$ cat src/rtl/systolic_mm_stream_pkg.sv
// Shared types and helpers for the streaming systolic matrix multiplier.
package systolic_pkg;

  typedef enum logic [1:0] {IDLE, LOAD, DRAIN, OUT} state_t;

  // Quantiser works on a fixed 64-bit view of the accumulator.
  localparam int QW = 64;

  // Ceiling log2; clog2(1) = 0.
  function automatic int clog2(input int v);
    int r;
    int x;
    r = 0;
    x = 1;
    while (x < v) begin
      x = x << 1;
      r++;
    end
    return r;
  endfunction

  // Accumulator width that cannot overflow for K products of two N-bit operands.
  function automatic int acc_width(input int n, input int k);
    return 2 * n + clog2(k);
  endfunction

  // Clamp a sign/zero-extended accumulator into an m-bit result range.
  function automatic logic [QW-1:0] saturate(input logic [QW-1:0] acc, input int m,
                                             input bit sgn);
    logic signed [QW-1:0] s_acc, s_max, s_min;
    logic [QW-1:0] u_max, r;
    r = acc;
    s_acc = acc;
    if (sgn) begin
      s_max = (64'sd1 <<< (m - 1)) - 64'sd1;
      s_min = -(64'sd1 <<< (m - 1));
      if (s_acc > s_max) r = s_max;
      else if (s_acc < s_min) r = s_min;
    end else begin
      u_max = (64'd1 << m) - 64'd1;
      if (acc > u_max) r = u_max;
    end
    return r;
  endfunction

endpackage

$ cat src/rtl/systolic_mm_stream_pe.sv
// Output-stationary PE: forwards A right and B down, accumulates A*B locally.
module systolic_pe
  import systolic_pkg::*;
#(
  parameter int N      = 8,
  parameter int ACC    = 20,
  parameter int SIGNED = 1
) (
  input  logic           clk,
  input  logic           rst,
  input  logic           clr,
  input  logic [N-1:0]   a_in,
  input  logic [N-1:0]   b_in,
  output logic [N-1:0]   a_out,
  output logic [N-1:0]   b_out,
  output logic [ACC-1:0] acc
);

  logic [ACC-1:0] prod;

  if (SIGNED != 0) begin : g_smul
    logic signed [2*N-1:0] p;
    assign p    = $signed(a_in) * $signed(b_in);
    assign prod = ACC'(p);
  end else begin : g_umul
    logic [2*N-1:0] p;
    assign p    = a_in * b_in;
    assign prod = ACC'(p);
  end

  // Operand pass-through registers and the MAC; clr restarts a job's sum.
  always_ff @(posedge clk) begin
    if (rst) begin
      a_out <= '0;
      b_out <= '0;
      acc   <= '0;
    end else begin
      a_out <= a_in;
      b_out <= b_in;
      if (clr) acc <= '0;
      else     acc <= acc + prod;
    end
  end

endmodule

$ cat src/rtl/systolic_mm_stream.sv
// Streaming R x C systolic matrix multiplier with job FSM and handshaked I/O.
module systolic_mm_stream
  import systolic_pkg::*;
#(
  parameter int N      = 8,
  parameter int M      = 8,
  parameter int R      = 4,
  parameter int C      = 4,
  parameter int K      = 16,
  parameter int SIGNED = 1,
  parameter int SAT    = 1
) (
  input  logic             clk,
  input  logic             rst,
  input  logic             start,
  output logic             busy,
  input  logic             a_valid,
  output logic             a_ready,
  input  logic [R*N-1:0]   a_data,
  input  logic             b_valid,
  output logic             b_ready,
  input  logic [C*N-1:0]   b_data,
  output logic             res_valid,
  input  logic             res_ready,
  output logic [R*C*M-1:0] res_data,
  output logic             done
);

  localparam int ACC = acc_width(N, K);
  localparam int BCW = (clog2(K) > 0) ? clog2(K) : 1;
  localparam int DCW = (clog2(R + C) > 0) ? clog2(R + C) : 1;

  state_t         state;
  logic [BCW-1:0] bcnt;
  logic [DCW-1:0] dcnt;
  logic           fire, clr;

  logic [R-1:0][N-1:0] a_inj, a_sk;
  logic [C-1:0][N-1:0] b_inj, b_sk;
  logic [N-1:0]        a_h [R][C+1];
  logic [N-1:0]        b_v [R+1][C];
  logic [ACC-1:0]      acc [R][C];
  logic [R*C*M-1:0]    q_flat, res_q;
  logic [R-1:0]        unused_a;
  logic [C-1:0]        unused_b;

  // A and B are only ever taken together; each side's ready mirrors the other's valid.
  assign fire     = (state == LOAD) && a_valid && b_valid;
  assign clr      = (state == IDLE) && start;
  assign a_ready  = (state == LOAD) && b_valid;
  assign b_ready  = (state == LOAD) && a_valid;
  assign res_data = res_q;

  // Non-beat cycles feed zeros so bubbles contribute nothing to the sums.
  for (genvar i = 0; i < R; i++) begin : g_ainj
    assign a_inj[i] = fire ? a_data[i*N +: N] : '0;
  end
  for (genvar j = 0; j < C; j++) begin : g_binj
    assign b_inj[j] = fire ? b_data[j*N +: N] : '0;
  end

  // Row i of A is delayed i cycles so it meets column j of B on the diagonal.
  for (genvar i = 0; i < R; i++) begin : g_askew
    if (i == 0) begin : g_d0
      assign a_sk[i] = a_inj[i];
    end else begin : g_dn
      logic [N-1:0] sr [i];
      // Skew shift register for this A row.
      always_ff @(posedge clk) begin
        if (rst) begin
          for (int k = 0; k < i; k++) sr[k] <= '0;
        end else begin
          sr[0] <= a_inj[i];
          for (int k = 1; k < i; k++) sr[k] <= sr[k-1];
        end
      end
      assign a_sk[i] = sr[i-1];
    end
  end

  for (genvar j = 0; j < C; j++) begin : g_bskew
    if (j == 0) begin : g_d0
      assign b_sk[j] = b_inj[j];
    end else begin : g_dn
      logic [N-1:0] sr [j];
      // Skew shift register for this B column.
      always_ff @(posedge clk) begin
        if (rst) begin
          for (int k = 0; k < j; k++) sr[k] <= '0;
        end else begin
          sr[0] <= b_inj[j];
          for (int k = 1; k < j; k++) sr[k] <= sr[k-1];
        end
      end
      assign b_sk[j] = sr[j-1];
    end
  end

  // PE grid plus per-PE quantiser.
  for (genvar i = 0; i < R; i++) begin : g_row
    assign a_h[i][0]   = a_sk[i];
    assign unused_a[i] = ^a_h[i][C];
    for (genvar j = 0; j < C; j++) begin : g_col
      logic [QW-1:0] acc64;
      systolic_pe #(.N(N), .ACC(ACC), .SIGNED(SIGNED)) u_pe (
        .clk   (clk),
        .rst   (rst),
        .clr   (clr),
        .a_in  (a_h[i][j]),
        .b_in  (b_v[i][j]),
        .a_out (a_h[i][j+1]),
        .b_out (b_v[i+1][j]),
        .acc   (acc[i][j])
      );
      if (SIGNED != 0) begin : g_sext
        assign acc64 = QW'($signed(acc[i][j]));
      end else begin : g_zext
        assign acc64 = QW'(acc[i][j]);
      end
      assign q_flat[(i*C+j)*M +: M] = (SAT != 0) ? M'(saturate(acc64, M, SIGNED != 0))
                                                 : M'(acc64);
    end
  end

  for (genvar j = 0; j < C; j++) begin : g_btop
    assign b_v[0][j]   = b_sk[j];
    assign unused_b[j] = ^b_v[R][j];
  end

  // Job FSM: load K beats, drain the wavefront, hold the result until taken.
  always_ff @(posedge clk) begin
    if (rst) begin
      state     <= IDLE;
      busy      <= 1'b0;
      res_valid <= 1'b0;
      done      <= 1'b0;
      res_q     <= '0;
      bcnt      <= '0;
      dcnt      <= '0;
    end else begin
      done <= 1'b0;
      case (state)
        IDLE: begin
          if (start) begin
            state <= LOAD;
            busy  <= 1'b1;
            bcnt  <= '0;
          end
        end
        LOAD: begin
          if (fire) begin
            if (bcnt == BCW'(K - 1)) begin
              state <= DRAIN;
              dcnt  <= '0;
            end else begin
              bcnt <= bcnt + 1'b1;
            end
          end
        end
        DRAIN: begin
          // Last PE sees the final beat R+C-2 edges later; one extra edge of margin
          // puts res_valid R+C edges after the final beat.
          if (dcnt == DCW'(R + C - 1)) begin
            state     <= OUT;
            res_valid <= 1'b1;
            res_q     <= q_flat;
          end else begin
            dcnt <= dcnt + 1'b1;
          end
        end
        OUT: begin
          if (res_ready) begin
            state     <= IDLE;
            res_valid <= 1'b0;
            busy      <= 1'b0;
            done      <= 1'b1;
          end
        end
        default: state <= IDLE;
      endcase
    end
  end

endmodule

$ cat config.mk
export PLATFORM = sky130hd
export DESIGN_NAME = systolic_mm_stream
export DESIGN_NICKNAME = d
export VERILOG_FILES = /design/src/rtl/systolic_mm_stream_pkg.sv /design/src/rtl/systolic_mm_stream_pe.sv /design/src/rtl/systolic_mm_stream.sv
export SDC_FILE = /design/constraint.sdc
export NUM_CORES = 2
export LEC_CHECK = 0
export CORE_ASPECT_RATIO = 1.25
export CORE_MARGIN = 2
export CORE_UTILIZATION = 60
export CTS_BUF_LIST = sky130_fd_sc_hd__clkbuf_8
export CTS_CLUSTER_SIZE = 12
export DETAILED_ROUTE_END_ITERATION = 12
export GPL_ROUTABILITY_DRIVEN = 0
export PLACE_DENSITY = 0.77
export REMOVE_ABC_BUFFERS = 1
export SLEW_MARGIN = 20
export SYNTH_ARGS = -nofsm -noshare
export SYNTH_HDL_FRONTEND = slang
export SYNTH_SLANG_ARGS = --single-unit
$ cat constraint.sdc
create_clock -name clk -period 8.45 [get_ports clk]
set_clock_uncertainty 0.15 [all_clocks]
set_input_delay 1.69 -clock clk [delete_from_list [all_inputs] [get_ports clk]]
set_output_delay 1.69 -clock clk [all_outputs]
set_load 0.02 [all_outputs]
* Word-level counts from Yosys, hierarchy flattened
Memories as Yosys holds them, arrays and structs flattened. Cells that the tools add are included.
Storage, ports and cells: flip-flop bits (word level) 652, input port bits 70, logic and storage cells 238, memory bits (writable) 96, output and inout bits 133, memories 6
Memories:
- g_askew[3].g_dn.sr | words 3, bits a word 8, read ports 3, clocked after Yosys merged registers in 0, write ports 3, RTL line systolic_mm_stream.sv:67 | logic [N-1:0] sr [i];
- g_bskew[3].g_dn.sr | words 3, bits a word 8, read ports 3, clocked after Yosys merged registers in 0, write ports 3, RTL line systolic_mm_stream.sv:85 | logic [N-1:0] sr [j];
- g_askew[2].g_dn.sr | words 2, bits a word 8, read ports 2, clocked after Yosys merged registers in 0, write ports 2, RTL line systolic_mm_stream.sv:67
- g_bskew[2].g_dn.sr | words 2, bits a word 8, read ports 2, clocked after Yosys merged registers in 0, write ports 2, RTL line systolic_mm_stream.sv:85
- g_askew[1].g_dn.sr | words 1, bits a word 8, read ports 1, clocked after Yosys merged registers in 0, write ports 1, RTL line systolic_mm_stream.sv:67
- g_bskew[1].g_dn.sr | words 1, bits a word 8, read ports 1, clocked after Yosys merged registers in 0, write ports 1, RTL line systolic_mm_stream.sv:85
Operators by class: reductions and logical operators 19, add/sub/neg operators 18, order comparisons 32, mux-type cells 77, multiply operators 16, equality and inequality tests 12, bitwise gates (word level) 11
Operator list (count):
- $mux W8 | 52
- $add A20 B20 Y20 | 16
- $gt A20 B8 Y1 const B | 16
- $lt A20 B8 Y1 const B | 16
- $mul A8 B8 Y16 | 16
- $reduce_or A8 Y1 | 2
- $mux W4 | 3
- $ne A2 B2 Y1 const B | 6
- $mux W2 | 5
- $or A1 B1 Y1 | 10
- $mux W1 | 9
- $mux W3 | 3
- $pmux W2 S4 | 1
- $pmux W4 S2 | 1
- $reduce_and A4 Y1 | 2
- $reduce_bool A2 Y1 | 4
- $pmux W3 S2 | 1
- $reduce_and A3 Y1 | 2
- $reduce_and A5 Y1 | 1
- $add A4 B1 Y4 const B | 1
- $eq A2 B2 Y1 const B | 2
- $eq A4 B4 Y1 const B | 1
- $logic_and A1 B1 Y1 | 4
- $pmux W1 S2 | 2
- other kinds (8) | 9

* Logic depth before layout (Yosys ltp)
depth in word-level cells 6, depth in mapped cells 33, mapped depth without buffers 30

* Cells and area by module
A second synthesis with hierarchy kept.
Unflattened totals: cell total of the unflattened synthesis 8665, area, all modules 78676.7 um^2
By module, submodules not included:
- systolic_pe at g_row[0].g_col[0].u_pe ... | cells an instance 479, sequential area each 720.7 um^2, instances 9, area each 4351.7 um^2
- systolic_pe at g_row[2].g_col[2].u_pe ... | cells an instance 478, sequential area each 720.7 um^2, instances 5, area each 4375.4 um^2
- systolic_mm_stream | cells an instance 993, sequential area each 4724.5 um^2, instances 1, area each 8862.2 um^2
- systolic_pe at g_row[2].g_col[1].u_pe | cells an instance 487, sequential area each 720.7 um^2, instances 1, area each 4421.7 um^2
- systolic_pe at g_row[3].g_col[3].u_pe | cells an instance 484, sequential area each 720.7 um^2, instances 1, area each 4350.4 um^2

* Worst setup path before layout
OpenSTA, ideal clock, no wires.
path type in2reg, from in b_valid, to reg g_row[0].g_col[0].u_pe.acc[19], setup slack 0.578 ns, stages 27, path buffers 2, setup time 0.128 ns, arrival time 7.595 ns, cells stage by stage and3_1 > clkbuf_1 > clkbuf_1 > nand2_1 > or2_2 > fa_1 > fa_1 > inv_1 > fa_1 > inv_1 > fa_1 > inv_1 > ha_1 > o21ai_0 > o21bai_1 > a21oi_1 > o21bai_1 > a41o_1 > o41ai_1 > xnor2_1 > ha_1 > a21o_1 > a21o_1 > a221oi_2 > xnor2_1 > xnor2_1 > nor2_1
On the way: word-level cells in the longest chain between the ends 4, elaborated cells between the ends (all ways) 5, those cells by class add/sub (1); mul (1); mux (2); reduce/logical (1)
Ends and longest elaborated chain:
- from (decl) | RTL line systolic_mm_stream.sv:20 | input logic b_valid,
- $logic_and A1 B1 Y1 (*) | RTL line systolic_mm_stream.sv:48 | assign fire = (state == LOAD) && a_valid && b_valid;
- $mux W8 (on tied branches) | RTL line systolic_mm_stream.sv:56, systolic_mm_stream.sv:59
- $mul A8 B8 Y16 (*) | RTL line systolic_mm_stream_pe.sv:23 | assign p = $signed(a_in) * $signed(b_in);
- $add A20 B20 Y20 (*) | RTL line systolic_mm_stream_pe.sv:41 | else acc <= acc + prod;
- to (signal assigned) | RTL line systolic_mm_stream_pe.sv:41
- to (decl) | RTL line systolic_mm_stream_pe.sv:16 | output logic [ACC-1:0] acc
Every way passes the cells marked *; elsewhere a longest branch is shown, timed or not. A chain may end at the register's enable or synchronous reset.

* Worst setup path after layout
Ends and elaborated chain as after synthesis.

==> flow_metrics.py <==
metrics = {
    "status": {
        "status": "finished clean",
    },
    "worst_setup_path": {
        "cp.required_ns": 9.06,
        "critPathCaptureType": "register",
        "worst_path_most_repeated_cell": "fa_1",
        "critPathSlowestCell": "fa_1",
        "critPathKind": "in -> reg",
        "cpPeakStageDelay_ns": 0.51,
        "startpoint_type": "input pin",
        "critPathBufInv": 6,
        "worst_ep_arrival_time_ns": 8.19,
        "cpLargestDelayFamily": "adder cells",
        "cp_max_fo": 34,
    },
    "placement": {
        "dpl_cell_area_um2": 76300,
        "io_buffers": 202,
        "dp.cells": 9621,
        "dp_hpwl_um": 128000,
    },
    "flow_run": {
        "maxCapViolations": 0,
    },
    "cts": {
        "post-cts-setup-buffer-count": 0,
        "cts_tree": "done",
        "path_clk_slew_ns": 0.07,
        "hold_buffers": 0,
        "cts_htree_levels": 4,
        "root_buffer": "clkbuf_8",
        "cts_resized": 0,
        "cts-buffers-inserted": 135,
        "clock_latency_ns": 0.90,
        "clk_path_buf_depth": 3,
        "cts_sinks": 748,
    },
    "layout": {
        "finish.utilization_pct": 66.0,
        "fin_area_um2": 79200,
        "final_cell_mix": "inv_1, fa_1, ha_1",
        "final_common_cell": "inv_1",
        "fin_cells": 9866,
        "syn_to_final_growth_pct": 9.08,
        "drive_gt1_share_pct": 3.35,
        "nets": 9917,
    },
    "synthesis": {
        "syn_area_um2": 72600,
        "yosysUniqueCellTypes": 87,
        "syn_area_per_cell_um2": 9.13,
        "synth-seq-area-share_pct": 20.6,
        "synth-seq-cells": 748,
        "synth_enable_flop_cells": 0,
        "ys_async_sr_fraction_pct": 0,
        "synth_flop_cell": "dfxtp_1",
        "yosysWarnings": 0,
        "netlist_instances": 7951,
    },
    "floorplanning": {
        "fp.dieH_um": 393,
        "fp-row-count": 142,
        "fp.dieW_um": 315,
        "initial_core_util_pct": 60.5,
        "ios": 203,
        "core_um2": 120000,
        "die_area_um2": 124000,
    },
    "sta": {
        "final_max_slew_viol_count": 0,
        "min_period_ns": 7.58,
        "max_slew.worst_pin.slew_ns": 0.845,
        "rsz0062_at_grt": "false",
        "timing.final.crit_share_pct": 89.7,
        "fmax_mhz": 132,
        "fin_tns_setup_ns": 0,
        "finalSetupViolCount": 0,
        "relSlewSlack_pct": 43.6,
        "hold_viol_final": 0,
    },
    "grt": {
        "grt_max_degree": 89,
        "grt_overflow": 0,
        "grt_pass1_wl_um": 278000,
        "grt_pass1_vias": 58700,
        "antenna_found_initial": 1,
        "grt_usage_pct": 27.4,
    },
    "power": {
        "power.static_leakage_nw": 37.6,
        "vdd_ir_drop_max_mv": 0.188,
        "p_per_area_nw_per_um2": 104,
        "total_power_w": 0.00825,
    },
    "drt": {
        "wl_per_cell_um": 16.5,
        "drt_pre_antenna_iters": 6,
        "viasPerCell": 5.57,
        "ant_nets": 0,
        "routed_wl_um": 163000,
        "drtIter0Drc": 2516,
        "route.detailed.drc": 0,
        "vias": 54900,
    },
    "worst_hold_path": {
        "holdCritPathClass": "reg -> reg",
    },
}
[worst reg2reg max path, delay by kind of cell (launching register included)]
kind	cells	cell delay (ns)
adders and majority gates	7	2.70
AOI/OAI and AO/OA	9	1.87
buffers and inverters	6	0.75
and+or+nand+nor	3	0.57
xor gates and xnor gates	3	0.51
DFF	1	0.33
[worst paths after layout]
kind / from / end / slack (ns) / cells after the start
worst min-delay path: g_askew[3].g_dn.sr[0][8] / g_askew[3].g_dn.sr[0][16] / 0.27 / 1
worst max-delay path: b_valid / g_row[0].g_col[0].u_pe.acc[19] / 0.87 / 27
worst max register to register: state[1] / g_row[0].g_col[0].u_pe.acc[19] / 1.44 / 28
worst min register to register: g_askew[3].g_dn.sr[0][8] / g_askew[3].g_dn.sr[0][16] / 0.27 / 1
[sequential cells by signal, summed over array words and instances (netlist names)]
signal / count
dcnt: 3
res_data: 128
res_valid: 1
g_row.g_col.u_pe.a_out: 96
busy: 1
g_row.g_col.u_pe.b_out: 96
g_row.g_col.u_pe.acc: 320
bcnt: 4
g_bskew.g_dn.sr: 48
done: 1
g_askew.g_dn.sr: 48
state: 2
[cells in the mapped netlist (80+ instances only)]
cell type  number  area share (%)
inv_1        1139             5.9
nor2_1        497             2.6
nand2_1       540             2.8
and3_1        129             1.1
a211oi_1       80            0.83
xor2_1        150             1.8
fa_1          897              25
nor3_1         99            0.68
clkbuf_1      131            0.68
xnor2_1       369             4.5
o21bai_1       93            0.96
nor2b_1       228             2.0
o21ai_0       256             1.8
dfxtp_1       748              21
nand2b_1      139             1.2
and2_1        602             5.2
a21oi_1       424             2.9
ha_1          776              13
a21o_1        110             1.1
[cells by family (layout without fill, tap and decap cells)]
logic type | Yosys count | count (layout) | share of synthesized area, %
xor+xnor | 522 | 522 | 6.35
fa+ha+maj | 1673 | 1673 | 38.1
buf+inv | 1277 | 1607 | 6.62
compound gates | 1216 | 1216 | 10.4
other cells | 0 | 1 | 0
simple gates | 2511 | 2511 | 17.8
flops | 748 | 748 | 20.6
mux | 4 | 4 | 0.0552
[area by class of cell]
cell class | instances | area, um^2
inverter | 1139 | 4280
antenna | 1 | 2.50
sequential | 748 | 15000
timing repair buffer | 224 | 2230
fill | 9809 | 40700
tap | 1584 | 1980
multi-input combinational | 5926 | 52800
clock inverter | 81 | 638
clock buffer | 163 | 2240
[through the flow]
step	worst slack [ns]	hold slack (ns)
floorplan	-0.946	0.264
global placement	0.212	0.272
detailed placement	0.0311	0.273
CTS	1.03	0.271
global route	0.580	0.302
finish	0.874	0.269
[where the power goes]
part	internal, W	switching [W]
Clock	0.00202	0.00169
Sequential	0.00359	0.0000858
Combinational	0.000312	0.000558
Total	0.00592	0.00233
[per-layer routing]
metal	routed length, um	track usage, %	vias up
li1	-	-	26300
met1	65800	32.0	27000
met2	83400	49.8	1203
met3	6760	3.63	396
met4	6810	12.2	0
met5	0	0	-
(Power assumes the default switching activity.)
